<file path="src/rtl/clk_div_pkg.sv">
// Shared types and defaults for the programmable clock divider.
package clk_div_pkg;
  typedef enum logic {
    IDLE = 1'b0,
    RUN  = 1'b1
  } state_e;

  localparam int MIN_DIV  = 2;
  localparam int RST_DIV  = 10;
  localparam int RST_HIGH = 5;
endpackage

</file>
<file path="src/rtl/clk_div_prog_if.sv">
// Control, configuration and status bundle of clk_div_prog.
interface clk_div_prog_if #(
  parameter int WIDTH = 8
);
  logic             en;
  logic             clr;
  logic             oneshot;
  logic             down;
  logic             start;
  logic             cfg_we;
  logic [WIDTH-1:0] cfg_div;
  logic [WIDTH-1:0] cfg_high;
  logic [WIDTH-1:0] count;
  logic             clk_div;
  logic             tc;
  logic             busy;
  logic             cfg_err;

  modport master (
    output en, clr, oneshot, down, start, cfg_we, cfg_div, cfg_high,
    input  count, clk_div, tc, busy, cfg_err
  );

  modport slave (
    input  en, clr, oneshot, down, start, cfg_we, cfg_div, cfg_high,
    output count, clk_div, tc, busy, cfg_err
  );
endinterface

</file>
<file path="src/rtl/clk_div_cfg.sv">
// Ratio/high-time registers: validates writes, shadows them while running
// and commits them only on a period boundary.
module clk_div_cfg
  import clk_div_pkg::*;
#(
  parameter int WIDTH    = 8,
  parameter int DEF_DIV  = RST_DIV,
  parameter int DEF_HIGH = RST_HIGH
) (
  input  logic             clk,
  input  logic             rst,
  input  logic             cfg_we,
  input  logic [WIDTH-1:0] cfg_div,
  input  logic [WIDTH-1:0] cfg_high,
  input  logic             idle,
  input  logic             wrap,
  output logic [WIDTH-1:0] div,
  output logic [WIDTH-1:0] high,
  output logic             cfg_err
);
  logic [WIDTH-1:0] div_q, div_d, high_q, high_d;
  logic [WIDTH-1:0] pend_div_q, pend_div_d, pend_high_q, pend_high_d;
  logic             pend_q, pend_d, cfg_err_q, cfg_err_d;
  logic             wr_ok;

  assign wr_ok = cfg_we && (cfg_div >= WIDTH'(MIN_DIV)) && (cfg_high <= cfg_div);

  always_comb begin
    div_d       = div_q;
    high_d      = high_q;
    pend_div_d  = pend_div_q;
    pend_high_d = pend_high_q;
    pend_d      = pend_q;
    cfg_err_d   = cfg_err_q | (cfg_we & ~wr_ok);
    // A fresh write at the boundary is newer than any shadowed value.
    if (idle || wrap) begin
      if (wr_ok) begin
        div_d  = cfg_div;
        high_d = cfg_high;
      end else if (pend_q) begin
        div_d  = pend_div_q;
        high_d = pend_high_q;
      end
      pend_d = 1'b0;
    end else if (wr_ok) begin
      pend_d      = 1'b1;
      pend_div_d  = cfg_div;
      pend_high_d = cfg_high;
    end
  end

  always_ff @(posedge clk or negedge rst) begin
    if (!rst) begin
      div_q       <= WIDTH'(DEF_DIV);
      high_q      <= WIDTH'(DEF_HIGH);
      pend_div_q  <= '0;
      pend_high_q <= '0;
      pend_q      <= 1'b0;
      cfg_err_q   <= 1'b0;
    end else begin
      div_q       <= div_d;
      high_q      <= high_d;
      pend_div_q  <= pend_div_d;
      pend_high_q <= pend_high_d;
      pend_q      <= pend_d;
      cfg_err_q   <= cfg_err_d;
    end
  end

  assign div     = div_q;
  assign high    = high_q;
  assign cfg_err = cfg_err_q;
endmodule

</file>
<file path="src/rtl/clk_div_prog.sv">
// Run-time programmable divider: IDLE/RUN FSM, phase counter and
// registered divided waveform / terminal-count outputs.
module clk_div_prog
  import clk_div_pkg::*;
#(
  parameter int WIDTH    = 8,
  parameter int DEF_DIV  = RST_DIV,
  parameter int DEF_HIGH = RST_HIGH
) (
  input  logic         clk,
  input  logic         rst,
  clk_div_prog_if.slave bus
);
  state_e           state_q, state_d;
  logic [WIDTH-1:0] phase_q, phase_d;
  logic             clk_div_q, clk_div_d, tc_q, tc_d;
  logic [WIDTH-1:0] div, high, last;
  logic             wrap;

  clk_div_cfg #(
    .WIDTH    (WIDTH),
    .DEF_DIV  (DEF_DIV),
    .DEF_HIGH (DEF_HIGH)
  ) u_cfg (
    .clk      (clk),
    .rst      (rst),
    .cfg_we   (bus.cfg_we),
    .cfg_div  (bus.cfg_div),
    .cfg_high (bus.cfg_high),
    .idle     (state_q == IDLE),
    .wrap     (wrap),
    .div      (div),
    .high     (high),
    .cfg_err  (bus.cfg_err)
  );

  assign last = div - WIDTH'(1);
  // The boundary is seen even under clr so a shadowed config still commits.
  assign wrap = (state_q == RUN) && bus.en && (phase_q == last);

  always_comb begin
    state_d   = state_q;
    phase_d   = phase_q;
    clk_div_d = clk_div_q;
    tc_d      = 1'b0;
    if (state_q == IDLE) begin
      clk_div_d = 1'b0;
    end else if (bus.en) begin
      clk_div_d = (phase_q < high);
    end
    if (bus.clr) begin
      phase_d = '0;
      if (bus.oneshot) state_d = IDLE;
    end else if (state_q == IDLE) begin
      phase_d = '0;
      if (bus.en && (!bus.oneshot || bus.start)) state_d = RUN;
    end else if (bus.en) begin
      if (phase_q == last) begin
        phase_d = '0;
        tc_d    = 1'b1;
        if (bus.oneshot) state_d = IDLE;
      end else begin
        phase_d = phase_q + WIDTH'(1);
      end
    end
  end

  always_ff @(posedge clk or negedge rst) begin
    if (!rst) begin
      state_q   <= IDLE;
      phase_q   <= '0;
      clk_div_q <= 1'b0;
      tc_q      <= 1'b0;
    end else begin
      state_q   <= state_d;
      phase_q   <= phase_d;
      clk_div_q <= clk_div_d;
      tc_q      <= tc_d;
    end
  end

  assign bus.count   = bus.down ? (last - phase_q) : phase_q;
  assign bus.clk_div = clk_div_q;
  assign bus.tc      = tc_q;
  assign bus.busy    = (state_q == RUN);
endmodule
</file>
<file path="src/flat_wrapper.sv">
// flat-port wrapper written by rule: the top's interface ports become plain ports
module clk_div_prog_flat import clk_div_pkg::*;
#(
  parameter int WIDTH    = 8,
  parameter int DEF_DIV  = RST_DIV,
  parameter int DEF_HIGH = RST_HIGH
)
  (clk, rst, bus_en, bus_clr, bus_oneshot, bus_down, bus_start, bus_cfg_we, bus_cfg_div, bus_cfg_high, bus_count, bus_clk_div, bus_tc, bus_busy, bus_cfg_err);
  clk_div_prog_if #(.WIDTH(WIDTH)) bus_i ();
  input  logic clk;
  input  logic rst;
  input wire logic [$bits(bus_i.en)-1:0] bus_en;
  input wire logic [$bits(bus_i.clr)-1:0] bus_clr;
  input wire logic [$bits(bus_i.oneshot)-1:0] bus_oneshot;
  input wire logic [$bits(bus_i.down)-1:0] bus_down;
  input wire logic [$bits(bus_i.start)-1:0] bus_start;
  input wire logic [$bits(bus_i.cfg_we)-1:0] bus_cfg_we;
  input wire logic [$bits(bus_i.cfg_div)-1:0] bus_cfg_div;
  input wire logic [$bits(bus_i.cfg_high)-1:0] bus_cfg_high;
  output wire logic [$bits(bus_i.count)-1:0] bus_count;
  output wire logic [$bits(bus_i.clk_div)-1:0] bus_clk_div;
  output wire logic [$bits(bus_i.tc)-1:0] bus_tc;
  output wire logic [$bits(bus_i.busy)-1:0] bus_busy;
  output wire logic [$bits(bus_i.cfg_err)-1:0] bus_cfg_err;
  assign bus_i.en = bus_en;
  assign bus_i.clr = bus_clr;
  assign bus_i.oneshot = bus_oneshot;
  assign bus_i.down = bus_down;
  assign bus_i.start = bus_start;
  assign bus_i.cfg_we = bus_cfg_we;
  assign bus_i.cfg_div = bus_cfg_div;
  assign bus_i.cfg_high = bus_cfg_high;
  assign bus_count = bus_i.count;
  assign bus_clk_div = bus_i.clk_div;
  assign bus_tc = bus_i.tc;
  assign bus_busy = bus_i.busy;
  assign bus_cfg_err = bus_i.cfg_err;
  clk_div_prog #(.WIDTH(WIDTH), .DEF_DIV(DEF_DIV), .DEF_HIGH(DEF_HIGH)) u_core (.clk(clk), .rst(rst), .bus(bus_i));
endmodule
</file>
<file path="config.mk">
export PLATFORM = sky130hd
export DESIGN_NAME = clk_div_prog_flat
export DESIGN_NICKNAME = d
export VERILOG_FILES = /design/src/rtl/clk_div_pkg.sv /design/src/rtl/clk_div_prog_if.sv /design/src/rtl/clk_div_cfg.sv /design/src/rtl/clk_div_prog.sv /design/src/flat_wrapper.sv
export SDC_FILE = /design/constraint.sdc
export NUM_CORES = 1
export LEC_CHECK = 0
export CORE_MARGIN = 2
export CORE_UTILIZATION = 38
export CTS_BUF_LIST = sky130_fd_sc_hd__clkbuf_16
export CTS_CLUSTER_SIZE = 24
export DETAILED_ROUTE_END_ITERATION = 12
export GPL_TIMING_DRIVEN = 1
export SLEW_MARGIN = 25
export SYNTH_ARGS = -nofsm -noshare
export SYNTH_HDL_FRONTEND = slang
export SYNTH_HIERARCHICAL = 1
export SYNTH_SLANG_ARGS = --single-unit
</file>
<file path="constraint.sdc">
create_clock -name clk -period 8.7 [get_ports clk]
set_input_delay 1.305 -clock clk [delete_from_list [all_inputs] [get_ports clk]]
set_output_delay 1.305 -clock clk [all_outputs]
set_load 0.005 [all_outputs]
</file>
After elaboration in Yosys (flattened, before gate mapping) --
Cells that the tools add are included.
Operators by class: add/subtract/negate cells 3, $lt $le $gt $ge 3, eq/ne operators 4, multiplexer cells 24, bitwise logic cells 5, reduce and logical (&&, ||, !) cells 12
Operators with widths (count):
- two-way mux 8 bit | 9
- two-way mux 1 bit | 15
- adder 8 x 1 -> 8 bit (second input constant) | 1
- equality test 8 bit | 1
- greater-or-equal comparator 8 x 2 -> 1 bit (second input constant) | 1
- <= comparator 8 bit | 1
- less-than comparator 8 bit | 1
- subtractor 8 x 1 -> 8 bit (second input constant) | 1
- subtractor 8 bit | 1
- logical AND 1 bit | 5
- AND reduction 2 bit | 2
- nonzero test 2 bit | 2
- != test 3 bit (second input constant) | 1
- inverter 1 bit | 3
- logical OR 1 bit | 2
- != test 2 x 1 -> 1 bit (second input constant) | 1
- != test 2 bit (second input constant) | 1
- AND 1 bit | 1
- zero test 1 bit | 1
- OR 1 bit | 1
Storage, ports and cells: bits in registers 45, input bits 24, output and inout bits 12, word-level logic and storage cells 61

Depth between registers and ports, before layout --
Gate-level depths: netlist (run 1).
depth after elaboration 6, gate-level depth with buffers 15, gate-level depth less buffers 13

Hierarchy --
Netlist (run 1), hierarchy kept.
Modules (own cells, without submodules):
- clk_div_cfg | times used 1, cells each 172, area each 1740.4 sq um, seq. area each 855.8 sq um
- clk_div_prog | times used 1, cells each 163, area each 1297.5 sq um, seq. area each 275.3 sq um

Worst setup path after synthesis (run 1) --
No wires, ideal clock.
kind register -> output, start register u_core.u_cfg.div_q[0], in the netlist u_core/u_cfg/div[0], end output bus_count[7], data arrival time 2.492 ns, data required time 7.395 ns, setup slack 4.903 ns, cell stages (with the launch flop) 13, buffers on the path 0, cells stage by stage dfrtp_1 -> inv_1 -> ha_1 -> inv_1 -> or3_1 -> xnor2_1 -> ha_1 -> nand3_1 -> o21bai_1 -> and3_1 -> nor4b_1 -> nand2b_1 -> xnor2_1
Between the ends: longest elaborated chain between the ends 3
Ends and longest elaborated chain:
- start, declared | RTL line clk_div_cfg.sv:21 | logic [WIDTH-1:0] div_q, div_d, high_q, high_d;
- start signal, assigned | RTL line clk_div_cfg.sv:54 | div_q <= WIDTH'(DEF_DIV);
- start signal, assigned | RTL line clk_div_cfg.sv:61 | div_q <= div_d;
- subtractor 8 x 1 -> 8 bit | RTL line clk_div_prog.sv:37 | assign last = div - WIDTH'(1);
- subtractor 8 bit | RTL line clk_div_prog.sv:82 | assign bus.count = bus.down ? (last - phase_q) : phase_q;
- two-way mux 8 bit | RTL line clk_div_prog.sv:82
- end, declared | RTL line flat_wrapper.sv:20 | output wire logic [$bits(bus_i.count)-1:0] bus_count;
No other way between the ends.

Worst setup path after layout (run 1) --
Same ends and word-level chain as after synthesis.

==> out/metrics.yaml, run 1 <==
drt:
  drtIter0Drc: 72
  drtPass1Iterations: 4
  routed_wl_um: 6980
  drc: 0
  num_vias: 2534
  wire_per_inst_um: 14.9
  ant_nets: 0
  via_per_inst: 5.43
timing:
  slew_headroom: 0.479
  fin_skew_ps: 9.45
  rsz0062_at_grt: "no"
  period_share: 0.547
  final.min_clock_period_ps: 4760
  tns_ps: 0
  final_hold_viol_count: 0
  drv_slew: 0
  max_freq_ghz: 0.210
  setup_viol: 0
  tightest_slew_ps: 781
pwr:
  clkPwrFrac: 0.265
  p_leak_nw: 1.63
  p_seq_frac: 0.374
  p_int_mw: 0.548
  swShare: 0.327
  power_density_nw_per_um2: 226
  combPwrFrac: 0.361
  irDropWorstVdd_uv: 97.1
  p_sw_mw: 0.267
synthesis:
  synth_cell_types: 51
  postSynthCellCount: 335
  ys_ff_latch: 45
  yosys_warnings: 6
  ys_seq_area_frac: 0.372
  ys.flop_type: "dfrtp_1"
  synth_async_sr_flop_share: 1.00
  syn_area_um2: 3040
  syn_nets: 384
  synth_edf_count: 0
  synth.avg_cell_area_um2: 9.07
global_route:
  overflow: 0
  grt_pass1_vias: 2399
  antenna_found_initial: 0
  grt_max_degree: 46
  grt_usage: 0.166
  grt_pass1_wl_um: 11700
floorplan:
  die_h_um: 93.4
  die-area_um2: 8730
  core_um2: 7730
  rows: 32
  die_w_um: 93.4
  start_util: 0.393
  pin_count: 36
worst_setup_path:
  crit_type: "flop to output pin"
  required_ps: 7390
  crit_arrival_ps: 3460
  crit_chain: "inv_1, ha_1, inv_1, or3_1, xnor2_1, ha_1, nand3_1, o21bai_1, and3_1, nor4b_1, nand2b_1, xnor2_1, clkdlybuf4s50_1"
  slowest_stage: "clkdlybuf4s50_1"
  worst_setup_path_start_kind: "flop"
  reg2reg_slack_ps: 4830
  worstSetupEndpointType: "output pin"
  path_max_fanout: 5
  cpPeakStageDelay_ps: 510
job:
  maxCapViolations: 0
placed_design:
  port_buffers: 35
  post-dp-hpwl_um: 5140
  gp_congestion: 0.831
  place_area_um2: 3440
cts:
  cts_max_level: 2
  cts_setup_buffers: 0
  cts_tree: "built"
  clock_latency_ps: 290
  clock-sinks: 45
  root_buffer: "clkbuf_16"
  clk_pin_slew_worst_paths_ps: 60
  cts_made_buffers: 5
  clockBufferDepth: 2
  ctsHoldBuffers: 0
  cts_resized: 0
status:
  outcome: "finished clean"
layout:
  layout_common_cells: "inv_1 (48), nor3_1 (42), dfrtp_1 (41)"
  antenna_cells: 0
  fin_nets: 413
  area_growth_pct: 18.9
  design_area_um2: 3610
  final_common_cell: "inv_1"
  layout-drive-gt1-share: 0.0959
min_path:
  hp-class: "flop to flop"
through the flow:
| stage | worst slack [ps] | hold slack (ps) | instances | power, mW | utilization |
|---|---|---|---|---|---|
| detailed placement | 4180 | 446 | 459 | 0.602 | 0.445 |
| finish | 3940 | 459 | 467 | 0.815 | 0.467 |
| global route | 3730 | 500 | 467 | 0.873 | 0.467 |
| CTS | 3930 | 465 | 467 | 0.823 | 0.466 |
| global placement | 4230 | 454 | 459 | 0.596 | 0.445 |
| floorplan | 4900 | 451 | 335 | 0.504 | - |
layout make-up:
class | count | area, um2
clock buffers | 5 | 125
clock inverters | 3 | 43.8
fillers | 756 | 4120
inverters | 49 | 184
multi-input cells | 227 | 1650
flip-flops and latches | 45 | 1130
well taps | 102 | 128
repair buffers | 36 | 355
power groups by stage:
stage	sequential, mW	clock [mW]	combinational (mW)
finish	0.305	0.216	0.295
global route	0.311	0.232	0.331
CTS	0.305	0.223	0.295
detailed placement	0.308	0	0.294
global placement	0.306	0	0.291
floorplan	0.296	0	0.208
kinds of logic after synthesis:
group | count (synthesis) | synth area share
simple gates | 102 | 0.180
compound gates | 78 | 0.176
buf+inv | 63 | 0.0885
flops | 45 | 0.372
fa+ha+maj | 25 | 0.105
xor+xnor | 11 | 0.0317
mux | 11 | 0.0461
layer usage:
layer	up-vias	wire, um	track usage
met5	-	0	0
li1	1261	-	-
met3	5	323	0.0266
met4	0	46	0.0441
met2	63	3150	0.259
met1	1205	3460	0.240
flip-flops by register name, summed over array words and instances (netlist names):
signal                    cells
u_core/phase_q                8
u_core/u_cfg/div              8
u_core/u_cfg/high             8
u_core/u_cfg/pend_div_q       8
u_core/u_cfg/pend_high_q      8
u_core/bus.busy               1
u_core/bus.clk_div            1
u_core/bus.tc                 1
u_core/u_cfg/cfg_err          1
u_core/u_cfg/pend_q           1
cell usage after synthesis, types with 5 or more instances:
| cell type | n | area [um2] |
|---|---|---|
| nand2_1 | 18 | 67.6 |
| dfrtp_1 | 41 | 1030 |
| nand4_1 | 5 | 31.3 |
| a221oi_1 | 16 | 140 |
| mux2_2 | 6 | 67.6 |
| clkbuf_1 | 6 | 22.5 |
| xnor2_1 | 6 | 52.6 |
| nor2_1 | 7 | 26.3 |
| buf_2 | 5 | 25.0 |
| a21oi_1 | 9 | 45.0 |
| inv_1 | 48 | 180 |
| and3_1 | 5 | 31.3 |
| nor3_1 | 43 | 215 |
| ha_1 | 24 | 300 |
| xor2_1 | 5 | 43.8 |
| o21ai_0 | 31 | 155 |
| a21o_1 | 8 | 60.1 |
critical path: cells and delay by family, from the launching register on:
| kind | cells | cell delay [ps] |
|---|---|---|
| buffers and inverters | 3 | 650 |
| and+or+nand+nor | 5 | 1110 |
| AOI/OAI and AO/OA | 1 | 220 |
| adders and majority gates | 2 | 510 |
| DFF | 1 | 450 |
| xor gates and xnor gates | 2 | 250 |
path summary, 6_finish.rpt:
path	cells past startpoint	to	startpoint
max	13	bus_count[7]	u_core/u_cfg/div[0]
min	1	u_core/u_cfg/cfg_err	u_core/u_cfg/cfg_err
max reg2reg	14	u_core/u_cfg/pend_high_q[2]	u_core/u_cfg/div[0]
min reg2reg	1	u_core/u_cfg/cfg_err	u_core/u_cfg/cfg_err
max in group asynchronous	1	u_core/u_cfg/div[6]	rst
min in group asynchronous	1	u_core/bus.tc	rst
Note: power is estimated with default switching activity, not from simulation.
==> run 2: changes to the inputs <==
- clock period: 8.7 -> 4.4 ns (I/O delays scaled with it)
==> run 2 against run 1 <==
Register-to-register slack lost 3900 ps. Global-route usage shrank 0.091 points. Hold slack lost 88 ps. Setup slack lost 3600 ps. Clock skew shrank 1.1 ps. Critical path depth is the same. Sequential cell count is the same. Wire length shrank 3.1%. Utilization is essentially flat. Sequential power grew 96%. Critical path type unchanged. Largest cell class unchanged.
==> out/metrics.yaml, run 2 (synthesized netlist as in run 1, its figures left out) <==
layout:
  layout-drive-gt1-share: 0.100  # +0.00438
  fin_nets: 417  # +0.97%
  layout_common_cells: "inv_1 (48), nor3_1 (43), dfrtp_1 (41)"
  area_growth_pct: 19.0
  utilization: 0.468  # +0.000485
  antenna_cells: 0  # unchanged
  n_fill_cell: 755  # -0.13%
  final_common_cell: "inv_1"
worst_setup_path:
  crit_arrival_ps: 3440  # -20 ps
  worstSetupEndpointType: "output pin"
  worst_setup_path_start_kind: "flop"
  crit_type: "flop to output pin"
  path_max_fanout: 5  # unchanged
  required_ps: 3740  # -3650 ps
placed_design:
  post-dp-hpwl_um: 5120  # -0.45%
  port_buffers: 35  # unchanged
  gp_congestion: 0.811  # -2.4%
cts:
  root_buffer: "clkbuf_16"
  clock-sinks: 45  # unchanged
  cts_made_buffers: 5  # unchanged
  clk_pin_slew_worst_paths_ps: 60  # about the same
  cts_max_level: 2  # unchanged
  cts_tree: "built"
  ctsHoldBuffers: 0  # unchanged
  clockBufferDepth: 2  # unchanged
  cts_setup_buffers: 0  # unchanged
  clock_latency_ps: 280  # about the same
floorplan:
  pin_count: 36  # unchanged
  core_um2: 7730  # unchanged
  die_h_um: 93.4  # unchanged
  die_w_um: 93.4  # unchanged
  die-area_um2: 8730  # unchanged
  start_util: 0.393  # unchanged
  rows: 32  # unchanged
global_route:
  grt_pass1_wl_um: 11600  # -0.71%
  grt_max_degree: 46  # unchanged
  antenna_found_initial: 0  # unchanged
  overflow: 0  # unchanged
  grt_usage: 0.165  # -0.000913
  grt_pass1_vias: 2499  # +4.2%
drt:
  drc: 0  # unchanged
  ant_nets: 0  # unchanged
  num_vias: 2514  # -0.79%
  wire_per_inst_um: 14.3  # -3.9%
  routed_wl_um: 6760  # -3.1%
  via_per_inst: 5.34  # -1.6%
  drtIter0Drc: 83  # +15%
  drtPass1Iterations: 4  # unchanged
timing:
  slew_headroom: 0.337  # -0.142
  setup_viol: 0  # unchanged
  tightest_slew_ps: 987  # +206 ps
  tns_ps: 0  # unchanged
  period_share: 0.931
  rsz0062_at_grt: "no"
  final.min_clock_period_ps: 4100
  fin_skew_ps: 8.34  # -1.11 ps
  max_freq_ghz: 0.244
  final_hold_viol_count: 0  # unchanged
  drv_slew: 0  # unchanged
pwr:
  power_density_nw_per_um2: 427  # +89%
  p_leak_nw: 1.64  # +0.27%
  irDropWorstVdd_uv: 157  # +62%
min_path:
  hp-class: "input pin to async pin"
job:
  maxCapViolations: 0  # unchanged
status:
  outcome: "finished clean"
run 2: cell count changes in the layout (fill, tap and decap cells not counted), sizes merged:
| cell | delta |
|---|---|
| buf | +4 |
| clkinv | +1 |
| bufinv | -1 |
run 2: metal layers:
layer	vias to the layer above	global-route usage	wire length (um)
met2	58	0.257	3030
met4	0	0.0600	107
li1	1264	-	-
met5	-	0	0
met3	8	0.0274	232
met1	1184	0.232	3390
run 2: area by class of cell:
type / instances / area, um2 / share of cell area
multi-input cells: 227 / 1650 / 0.455
flip-flops and latches: 45 / 1130 / 0.313
repair buffers: 40 / 385 / 0.107
inverters: 49 / 184 / 0.0509
well taps: 102 / 128 / 0.0353
clock buffers: 5 / 125 / 0.0346
clock inverters: 3 / 16.3 / 0.00450
run 2: repair_timing:
item,in CTS,in global routing
resized for setup,0,1
endpoints found under the hold margin,0,0
setup endpoints to repair,0,1
run 2: where the power goes:
| part | internal [mW] | switching, mW |
|---|---|---|
| clock | 0.209 | 0.155 |
| sequential | 0.523 | 0.0752 |
| combinational | 0.297 | 0.287 |
| total | 1.03 | 0.517 |
run 2: path summary, 6_finish.rpt:
check | startpoint | endpoint | slack [ps] | depth (start not counted)
max | u_core/u_cfg/div[0] | bus_count[7] | 300 | 13
min | rst | u_core/phase_q[5] | 370 | 1
max reg2reg | u_core/u_cfg/div[0] | u_core/u_cfg/div[2] | 950 | 13
min reg2reg | u_core/u_cfg/cfg_err | u_core/u_cfg/cfg_err | 460 | 1
max in group asynchronous | rst | u_core/u_cfg/div[5] | 3630 | 1
min in group clk | u_core/u_cfg/cfg_err | u_core/u_cfg/cfg_err | 460 | 1
run 2: worst max-delay path, cell delays in order, from the launching register on:
cell and delay [ps]:
dfrtp_1 440, inv_1 80, ha_1 170, inv_1 50, or3_1 370, xnor2_1 130
ha_1 350, nand3_1 140, o21bai_1 220, and3_1 200, nor4b_2 230, nand2b_1 140
xnor2_1 120, clkdlybuf4s50_1 510
run 2: stage by stage:
| step | worst slack, ps | total power [mW] | cell area, um2 | hold slack (ps) | std cells |
|---|---|---|---|---|---|
| 6_report | 304 | 1.55 | 3620 | 371 | 471 |
| 5_1_grt | 89.6 | 1.67 | 3620 | 420 | 471 |
| 4_1_cts | 251 | 1.56 | 3610 | 465 | 471 |
| 3_5_place_dp | 556 | 1.19 | 3470 | 446 | 463 |
| 3_3_place_gp | 659 | 1.18 | 3470 | 449 | 463 |
| 2_1_floorplan | 1250 | 0.997 | 3040 | 364 | 335 |
==> run 3: changes to the inputs <==
- GPL_TIMING_DRIVEN: 1 -> 0
- PLACE_DENSITY_LB_ADDON: unset -> 0.08
- TNS_END_PERCENT: unset -> 30
==> run 3 against run 2 <==
Maximum frequency down 0.65%. Largest cell class unchanged. First-iteration DRC count decreased by 1.2%. Utilization increased by 1.2 points. Sequential power hardly changed. Sequential share of layout area is 0.73 points lower. Clock skew barely moved. Global-route usage rose by 0.73 points. Sequential cell count unchanged. Critical path depth did not move. Hold slack lost 27 ps. Setup slack got worse by 27 ps. Final cell count increased by 2.1%.
==> out/metrics.yaml, run 3 (synthesized netlist as in run 1, its figures left out) <==
drt:
  via_per_inst: 5.19  # -2.7%
  wire_per_inst_um: 14.5  # +1.4%
  num_vias: 2497  # -0.68%
  drc: 0  # unchanged
  routed_wl_um: 7000  # +3.5%
  drtIter0Drc: 82  # -1.2%
  ant_nets: 0  # unchanged
  drtPass1Iterations: 4  # unchanged
layout:
  layout-drive-gt1-share: 0.111  # +0.0105
  utilization: 0.480  # +0.0117
  final_common_cell: "inv_1"
  fin_nets: 427  # +2.4%
  final_cell_count_no_fill: 481  # +2.1%
  layout_common_cells: "inv_1 (49), nor3_1 (43), dfrtp_1 (40)"
  area_growth_pct: 22.0
  n_fill_cell: 744  # -1.5%
  antenna_cells: 0  # unchanged
  design_area_um2: 3710  # +2.5%
timing:
  drv_slew: 0  # unchanged
  fin_skew_ps: 8.56  # +0.227 ps
  final.min_clock_period_ps: 4120  # +26.7 ps
  final_hold_viol_count: 0  # unchanged
  setup_viol: 0  # unchanged
  slew_headroom: 0.348  # +0.0108
  tightest_slew_ps: 971  # -16.1 ps
  whs_ps: 344  # -27.0 ps
  rsz0062_at_grt: "no"
  tns_ps: 0  # unchanged
  period_share: 0.937  # +0.00606
  setup_slack_ps: 278  # -26.7 ps
  max_freq_ghz: 0.243  # -0.65%
pwr:
  p_sw_mw: 0.524  # +1.3%
  clkPwrFrac: 0.264  # +0.029
  p_leak_nw: 1.68  # +2.6%
  irDropWorstVdd_uv: 180  # +14%
  p_seq_frac: 0.371  # -0.016
  combPwrFrac: 0.365  # -0.013
  p_int_mw: 1.09  # +6.3%
  finalPower_mw: 1.62  # +4.6%
  swShare: 0.324  # -0.0107
  power_density_nw_per_um2: 436  # +2.1%
placed_design:
  dpl_worst_slack_ps: 519  # -37.3 ps
  post-dp-hpwl_um: 5590  # +9.3%
  dp_cells: 473  # +2.2%
  place_area_um2: 3530  # +1.9%
  port_buffers: 35  # unchanged
  gp_congestion: 0.795  # -2.1%
floorplan:
  die-area_um2: 8730  # unchanged
  die_h_um: 93.4  # unchanged
  die_w_um: 93.4  # unchanged
  rows: 32  # unchanged
  start_util: 0.393  # unchanged
  pin_count: 36  # unchanged
  core_um2: 7730  # unchanged
cts:
  cts_setup_buffers: 0  # unchanged
  clock_latency_ps: 290  # about the same
  root_buffer: "clkbuf_16"
  cts_made_buffers: 5  # unchanged
  clock-sinks: 45  # unchanged
  cts_max_level: 2  # unchanged
  clockBufferDepth: 2  # unchanged
  cts_tree: "built"
  ctsHoldBuffers: 0  # unchanged
  clk_pin_slew_worst_paths_ps: 60  # about the same
worst_setup_path:
  path_max_fanout: 5  # unchanged
  worst_setup_path_start_kind: "flop"
  critPathTopFamily: "simple AND/OR/NAND/NOR gates"
  critPathBufInv: 3  # unchanged
  required_ps: 3740  # about the same
  crit_arrival_ps: 3460  # +20 ps
  crit_type: "flop to output pin"
  crit_chain: "inv_1, ha_1, inv_1, or3_1, xnor2_1, ha_1, nand3_1, o21bai_1, and3_1, nor4b_2, nand2b_1, xnor2_1, clkdlybuf4s50_1"
  cpPeakStageDelay_ps: 520  # about the same
  slowest_stage: "clkdlybuf4s50_1"
  worstSetupEndpointType: "output pin"
global_route:
  grt_max_degree: 26  # -43%
  grt_pass1_vias: 2417  # -3.3%
  antenna_found_initial: 0  # unchanged
  overflow: 0  # unchanged
  grt_pass1_wl_um: 11900  # +2.0%
  grt_usage: 0.173  # +0.00727
min_path:
  hp-class: "input pin to async pin"
status:
  outcome: "finished clean"
job:
  maxCapViolations: 0  # unchanged
run 3: cell count changes in the layout (fill, tap and decap cells not counted), moves of 2 or more:
cell      previous run  this run
buf_6                0         2
buf_4                6         0
clkbuf_1             0         6
clkinv_1             3         1
buf_2                0         6
run 3: worst paths after layout:
path,from,endpoint,slack (ps),cells after the start
worst max-delay path,u_core/u_cfg/div[0],bus_count[7],280,13
worst min-delay path,rst,u_core/phase_q[3],340,1
worst max register to register,u_core/u_cfg/div[0],u_core/u_cfg/div[1],820,14
worst min register to register,u_core/u_cfg/cfg_err,u_core/u_cfg/cfg_err,470,1
max in group asynchronous,rst,u_core/u_cfg/div[1],3470,2
min in group clk,u_core/u_cfg/cfg_err,u_core/u_cfg/cfg_err,470,1
run 3: area by class of cell:
cell class                 instances  area [um2]  area share
buffer                            14        85.1      0.0230
clock buffer                       5         125      0.0338
clock inverter                     3        42.5      0.0115
inverter                          49         184      0.0496
multi-input combinational        227        1640       0.444
sequential                        45        1130       0.306
tap                              102         128      0.0344
timing repair buffer              36         365      0.0986
run 3: power groups by stage:
stage	Sequential [mW]	Combinational (mW)	Clock, mW
after floorplan	0.585	0.412	0
final	0.601	0.590	0.427
after global placement	0.603	0.586	0
after detailed placement	0.607	0.593	0
after global routing	0.616	0.670	0.459
after CTS	0.600	0.595	0.439
run 3: layer usage:
layer	routed length [um]	vias to the layer above	GRT usage
met4	67	0	0.0453
li1	-	1280	-
met1	3340	1168	0.234
met3	235	6	0.0282
met5	0	-	0
met2	3360	43	0.287
run 3: what timing repair did:
item / in CTS / in global routing
gates resized for setup: 0 / 2
endpoints found under the hold margin: 0 / 0
endpoints found under the setup margin: 0 / 1
run 3: worst register-to-register path, cell delays in order, from the launching register on:
cell and delay [ps]:
dfrtp_2 450, inv_1 70, ha_1 170, inv_1 60, or3_1 380, xnor2_1 190
ha_1 300, nand3_1 150, nor3_1 90, mux2i_4 330, nor2_2 110, nor2_1 380
clkbuf_1 410, nor3_1 100, a221oi_1 290
==> RTL change, RTL diff (settings of run 1) <==
`WIDTH` is set to 8 in 4 places; all go to 12.
--- a/src/rtl/clk_div_prog_if.sv
+++ b/src/rtl/clk_div_prog_if.sv
@@ -1,6 +1,6 @@
 // Control, configuration and status bundle of clk_div_prog.
 interface clk_div_prog_if #(
-  parameter int WIDTH = 8
+  parameter int WIDTH = 12
 );
   logic             en;
   logic             clr;
--- a/src/rtl/clk_div_cfg.sv
+++ b/src/rtl/clk_div_cfg.sv
@@ -3,7 +3,7 @@
 module clk_div_cfg
   import clk_div_pkg::*;
 #(
-  parameter int WIDTH    = 8,
+  parameter int WIDTH    = 12,
   parameter int DEF_DIV  = RST_DIV,
   parameter int DEF_HIGH = RST_HIGH
 ) (
--- a/src/rtl/clk_div_prog.sv
+++ b/src/rtl/clk_div_prog.sv
@@ -3,7 +3,7 @@
 module clk_div_prog
   import clk_div_pkg::*;
 #(
-  parameter int WIDTH    = 8,
+  parameter int WIDTH    = 12,
   parameter int DEF_DIV  = RST_DIV,
   parameter int DEF_HIGH = RST_HIGH
 ) (
--- a/src/flat_wrapper.sv
+++ b/src/flat_wrapper.sv
@@ -1,7 +1,7 @@
 // flat-port wrapper written by rule: the top's interface ports become plain ports
 module clk_div_prog_flat import clk_div_pkg::*;
 #(
-  parameter int WIDTH    = 8,
+  parameter int WIDTH    = 12,
   parameter int DEF_DIV  = RST_DIV,
   parameter int DEF_HIGH = RST_HIGH
 )
Ports: changed (resized bus_cfg_div, bus_cfg_high and bus_count); port bits go from 36 to 48. The function was not compared with the original's and may differ.
==> RTL change against run 1 <==
Synthesized area grew 54%. Global-route usage rose by 2.0 points. Synthesized cell count up 38%. Design area grew 52%. Sequential cell count is 20 higher. Clock power is 67% higher. Worst setup slack got worse by 0.95 ns. Clock skew down 0.0012 ns. Routed wire length up 68%. Power rose by 62%. Highest routed layer unchanged. Largest cell class unchanged.
==> RTL change: results (changes against run 1) <==
[finish]
multi_input_area_share_pct = 49.37  ; +3.8 points
seq_share_pct = 29.64  ; -1.7 points
buffers = 50  ; +39%
fin_nets = 575  ; +39%
fill_cells = 1142  ; +51%
multi_input_gates = 330  ; +45%
clkCellAreaFrac_pct = 5.365  ; +0.69 points
inv_count = 50  ; +2.0%

[setup_path]
arrival_ns = 4.41  ; +0.95 ns
reg2reg_slack_ns = 4.07  ; -0.76 ns
reg2reg_depth = 12  ; -2
r2r_end = u_core/u_cfg/div[2]
r2r-start = u_core/u_cfg/div[2]
cp_max_fo = 6  ; +1

[cts]
htreeDepth = 3  ; +1
clk_latency_ns = 0.33  ; +0.04 ns
cts.sinks = 65  ; +44%

[place]
portBuffers = 47  ; +34%
dp.final_hpwl_um = 8757  ; +70%
place_ws_ns = 3.336  ; -0.8412 ns
routabilityCongestion = 0.8600  ; +3.5%

[global_routing]
grt_max_degree = 66  ; +43%
grt.met3_usage_pct = 3.374  ; +0.71 points
use_met2_pct = 30.97  ; +5.1 points
grt_pass1_vias = 3773  ; +57%

[drt]
wl_met2_um = 5491  ; +74%
met3_length_um = 477  ; +48%
drt_iter0_drc = 194  ; +170%
wl_met1_um = 5631  ; +63%
vias_per_cell = 5.676  ; +4.6%

[synth]
yosys-top-cells-area = dfrtp_1 33%, ha_1 9.6%, a2bb2oi_2 6.4%, mux2_4 6.4%, inv_1 3.9%
synth.distinct_cells = 68  ; +33%
ys_seq_area_share_pct = 34.95  ; -2.3 points
syn-num-nets = 532  ; +39%
synthTopCellsByCount = 61 x dfrtp_1, 48 x inv_1, 36 x ha_1

[outcome]
outcome = completed

[timing]
layout_min_cycle_time_ns = 5.715  ; +0.9519 ns
relSlewSlack_pct = 33.41  ; -15 points
timing.hold.ws_ns = 0.4590  ; +0.0003920 ns
skew_ns = 0.008205  ; -0.001244 ns

[power]
switchingPower_uw = 437.5  ; +64%
peakVddDrop_uv = 107.6  ; +11%
p_leak_uw = 0.002318  ; +42%

[floorplanning]
rows = 40  ; +25%

==> RTL change: worst max-delay path, cell delays in order (launching register included) <==
cell             delay (ns)
dfrtp_1                0.46
nor4_4                 0.36
nand2_1                0.17
or4_1                  0.44
xnor2_1                0.15
ha_1                   0.37
nand4_1                0.14
nor2_1                 0.32
o21ai_0                0.19
o21ai_0                0.31
mux4_2                 0.54
o2111ai_1              0.11
clkdlybuf4s50_1        0.54
==> RTL change: logic make-up after synthesis <==
family,synth area share [%]
buf+inv,6.835
compound gates,24.04
xor+xnor,2.359
flops,34.95
mux,8.523
simple gates,13.21
fa+ha+maj,10.08
==> RTL change: per-stage QoR <==
| step | total power (µW) | util (%) | instances | cell area [µm²] |
|---|---|---|---|---|
| CTS | 1327 | 45.82 | 658 | 5504 |
| detailed placement | 957.8 | 43.36 | 642 | 5209 |
| global placement | 945.5 | 43.36 | 642 | 5209 |
| floorplan | 809.8 | - | 463 | 4668 |
| finish | 1318 | 45.82 | 658 | 5504 |
| global route | 1405 | 45.82 | 658 | 5504 |
